$ cat config.mk
export PLATFORM = sky130hd
export DESIGN_NAME = fpga20_bus_sync
export DESIGN_NICKNAME = d
export VERILOG_FILES = /design/src/rtl/fpga20_bus_sync.sv
export SDC_FILE = /design/constraint.sdc
export NUM_CORES = 1
export LEC_CHECK = 0
export ABC_AREA = 1
export ABC_CLOCK_PERIOD_IN_PS = 1750
export CAP_MARGIN = 20
export CORE_MARGIN = 5
export CORE_UTILIZATION = 60
export DETAILED_ROUTE_END_ITERATION = 8
export GPL_TIMING_DRIVEN = 0
export PLACE_DENSITY_LB_ADDON = 0.1
export SLEW_MARGIN = 20
export SYNTH_ARGS = -nofsm -noshare
export SYNTH_HDL_FRONTEND = slang
export SYNTH_HIERARCHICAL = 1
export SYNTH_SLANG_ARGS = --single-unit
$ cat constraint.sdc
create_clock -name CLK1 -period 1.75 [get_ports CLK1]
set_clock_uncertainty 0.1 [all_clocks]
set_input_delay 0.35 -clock CLK1 [delete_from_list [all_inputs] [get_ports CLK1]]
set_output_delay 0.35 -clock CLK1 [all_outputs]
set_load 0.05 [all_outputs]
$ cat src/rtl/fpga20_bus_sync.sv
// fpga20_bus_sync: brings the asynchronous Z80 strobes and PHI clock into the
// CLK1 domain, detects PHI rising edges and drives two free-running blink
// signals (one paced by PHI edges, one by CLK1).

// Single-bit synchroniser: a shift chain whose last stage is the output.
module fpga20_bus_sync_cell #(
    parameter int STAGES = 2
) (
    input  logic CLK1,
    input  logic RST,
    input  logic sig,
    output logic synced
);
    logic [STAGES-1:0] chain;

    // Shift the sampled input through the chain; reset clears every stage.
    always_ff @(posedge CLK1) begin
        if (RST) chain <= '0;
        else     chain <= {chain[STAGES-2:0], sig};
    end

    assign synced = chain[STAGES-1];
endmodule

module fpga20_bus_sync #(
    parameter int SYNC_STAGES  = 2,
    parameter int PHI_DIV_BITS = 24,
    parameter int CLK_DIV_BITS = 26
) (
    input  logic CLK1,
    input  logic RST,
    input  logic PHI,
    input  logic IORQ,
    input  logic RD,
    input  logic WR,
    output logic io_read,
    output logic io_write,
    output logic phi_read,
    output logic phi_edge,
    output logic blink1,
    output logic blink2
);
    localparam int NUM_SYNC = 3;

    // Lane 0: read term, lane 1: write term, lane 2: raw PHI level.
    // Strobes are combined before the first flop so each term crosses the
    // domain as a single bit.
    logic [NUM_SYNC-1:0] sync_in;
    logic [NUM_SYNC-1:0] sync_out;

    assign sync_in[0] = ~IORQ & ~RD;
    assign sync_in[1] = ~IORQ & ~WR;
    assign sync_in[2] = PHI;

    genvar g;
    generate
        for (g = 0; g < NUM_SYNC; g++) begin : g_sync
            fpga20_bus_sync_cell #(.STAGES(SYNC_STAGES)) u_cell (
                .CLK1   (CLK1),
                .RST    (RST),
                .sig    (sync_in[g]),
                .synced (sync_out[g])
            );
        end
    endgenerate

    assign io_read  = sync_out[0];
    assign io_write = sync_out[1];
    assign phi_read = sync_out[2];

    logic                    phi_prev;
    logic [PHI_DIV_BITS-1:0] phi_cnt;
    logic [CLK_DIV_BITS-1:0] clk_cnt;

    // Registered rising-edge detect on the synchronised PHI level.
    // phi_prev clears on reset, so a PHI already high after reset still
    // produces one pulse once the synchroniser refills.
    always_ff @(posedge CLK1) begin
        if (RST) begin
            phi_prev <= 1'b0;
            phi_edge <= 1'b0;
        end else begin
            phi_prev <= phi_read;
            phi_edge <= phi_read & ~phi_prev;
        end
    end

    // PHI-edge counter; wraps naturally at 2^PHI_DIV_BITS.
    always_ff @(posedge CLK1) begin
        if (RST)           phi_cnt <= '0;
        else if (phi_edge) phi_cnt <= phi_cnt + PHI_DIV_BITS'(1);
    end

    // Free-running CLK1 counter.
    always_ff @(posedge CLK1) begin
        if (RST) clk_cnt <= '0;
        else     clk_cnt <= clk_cnt + CLK_DIV_BITS'(1);
    end

    assign blink1 = phi_cnt[PHI_DIV_BITS-1];
    assign blink2 = clk_cnt[CLK_DIV_BITS-1];
endmodule

==> results.cfg <==
[finish]
nFillCells = 363
final_area_mm2 = 0.00321
syn2layout_area_growth_pct = 14.2
final_nets = 443
drive_gt1_share_pct = 11.4
diodes = 0

[routing]
dr_total_vias = 2598
drt_iter0_markers = 135
remaining_drc_errors = 0
via_per_inst = 5.28
drt_wl_total_um = 5710
final_antenna_net_count = 0
routedWlPerCell_um = 11.6
drtPass1Iterations = 4

[setup_path]
crit_path_max_fanout = 3
worstPathArrival_ps = 1210
cp-start-kind = register
crit_path_end_kind = primary output
slowest_stage = dlygate4sd2_1
critPathMaxStageDelay_ps = 540
worst-setup-path-type = reg -> out
crit_family = buffers and inverters
crit_buf_inv = 1
crit_chain = dlygate4sd2_1
worstPathRequired_ps = 1300

[cts]
postCtsHoldBufs = 0
ctsHtreeMaxLevel = 3
cts_buffer_depth = 2
clkTransAtPathRegs_ps = 70
cts_root_buffer = clkbuf_8
cts_tree = yes
clock_latency_ps = 340
cts.sinks = 58
cts_buffers = 9

[synth]
yosysTopAreaCell = dfxtp_1
syn_nets = 419
netlist_instances = 411
synth_top_area_share_pct = 41.3
syn_area_mm2 = 0.00281
ys_ff_latch = 58
syn_area_per_cell_um2 = 6.83
ys_warn_count = 6
ys_seq_area_share_pct = 41.3
yosysUniqueCellTypes = 30
synthTopCellsByArea = dfxtp_1 41%, nand2_1 12%, nor2_1 12%, inv_1 5.9%, a21oi_1 4.6%

[flow_run]
cap_violations = 0

[timing]
worst_slack_ps = 90.7
final_max_slew_viol_count = 0
max_freq_mhz = 603
tightest_slew_ps = 493
relSlewSlack_pct = 67.3
period_share_pct = 94.8
period_minus_slack_ps = 1660
setup_violations = 0
hold_viol_final = 0
whs_ps = 282
tns_ps = 0

[die]
io_pins = 12
die_x_um = 78.4
start_util_pct = 63.2
die_h_um = 78.4
core.rowCount = 24
core_area_mm2 = 0.00444
die_area_mm2 = 0.00615

[grt]
antenna_found_initial = 0
grt_max_degree = 11
gr-total-overflow = 0
globalRouteTotalUtil_pct = 20.0
grt_pass1_wl_um = 9950
grt_pass1_vias = 2395

[placement]
dpl.hpwl_um = 4160
pre_cts_ws_ps = -404
portBuffers = 11
postPlaceCellArea_mm2 = 0.00298
place.gp.congestion = 0.883

[outcome]
status = finished clean

[min_path]
hp-class = reg -> reg

[power]
finalPower_uw = 2690
vdd_drop_max_uv = 939
leakage_uw = 0.00121
powerDensity_mw_per_mm2 = 838
## final timing paths
check         startpoint           to  slack [ps]  depth (start not counted)
max          clk_cnt[25]       blink2          90                          1
max reg2reg   clk_cnt[0]  clk_cnt[22]         190                          8
min reg2reg     phi_prev     phi_edge         280                          1
min             phi_prev     phi_edge         280                          1
## placed cells by master, fill, tap and decap left out, types with 5 or more instances in the layout
| master | netlist | routed |
|---|---|---|
| a21oi_1 | 26 | 26 |
| nor3_1 | 10 | 10 |
| dfxtp_1 | 58 | 57 |
| clkdlybuf4s50_1 | 0 | 5 |
| dlygate4sd2_1 | 0 | 5 |
| o21ai_0 | 8 | 8 |
| nand4_1 | 13 | 13 |
| nand3_1 | 25 | 25 |
| nor2_2 | 7 | 8 |
| clkbuf_8 | 0 | 11 |
| nand2_1 | 92 | 92 |
| nor2_4 | 7 | 7 |
| nor2_1 | 88 | 87 |
| inv_1 | 44 | 44 |
## layer usage
| metal | track usage [%] | up-vias | part of all wire [%] |
|---|---|---|---|
| met5 | 0 | - | 0 |
| met4 | 7.87 | 0 | 2.2 |
| met3 | 5.95 | 14 | 4.4 |
| met2 | 35.2 | 52 | 49 |
| met1 | 22.6 | 1169 | 45 |
| li1 | - | 1363 | - |
## cell type report
cell class                 count  area, µm²  area share (%)
inverter                      45        169            5.27
clock buffer                  11        151            4.72
sequential                    58       1160            36.2
clock inverter                 5       52.6            1.64
buffer                         6       36.3            1.13
multi-input combinational    302       1460            45.4
tap                           52       65.1            2.03
timing repair buffer          13        114            3.55
## state kept, by name, summed over array words and instances (netlist names)
register,count
phi_prev,1
phi_cnt,24
clk_cnt,26
g_sync.u_cell/chain,6
phi_edge,1
## synth_stat cells (all sizes together)
library cell	number
nor2	103
o21ai	8
and2	1
nor3b	1
a21oi	26
inv	45
xnor2	1
nand3	26
nor3	11
nand2	97
ha	2
clkbuf	1
buf	5
a211oi	1
nand4	13
a31oi	1
dfxtp	58
o21bai	3
xor2	3
o21a	4
nand3b	1
## logic make-up (layout without fill, tap and decap cells)
logic type,after synthesis,in the layout,synth area share (%)
compound gates,43,43,8.42
xor+xnor,4,4,1.25
fa+ha+maj,2,2,0.891
buf+inv,51,80,6.90
flops,58,58,41.3
simple gates,253,253,41.2
## metrics by stage
| stage | cells | utilization [%] |
|---|---|---|
| 5_1_grt | 492 | 72.2 |
| 6_report | 492 | 72.2 |
| 2_1_floorplan | 411 | - |
| 4_1_cts | 490 | 71.6 |
| 3_5_place_dp | 474 | 67.1 |
| 3_3_place_gp | 474 | 67.1 |
## where the power goes
part,internal [µW],total (µW),switching [µW]
Clock,727,1260,529
Sequential,1330,1340,8.55
Combinational,33.7,90.0,56.3
## what timing repair did
action                                  CTS  global route
setup buffers                             0             2
resized for setup                         8             8
endpoints found under the setup margin   16            31
pin swaps                                 0             2
(Power assumes the default switching activity.)
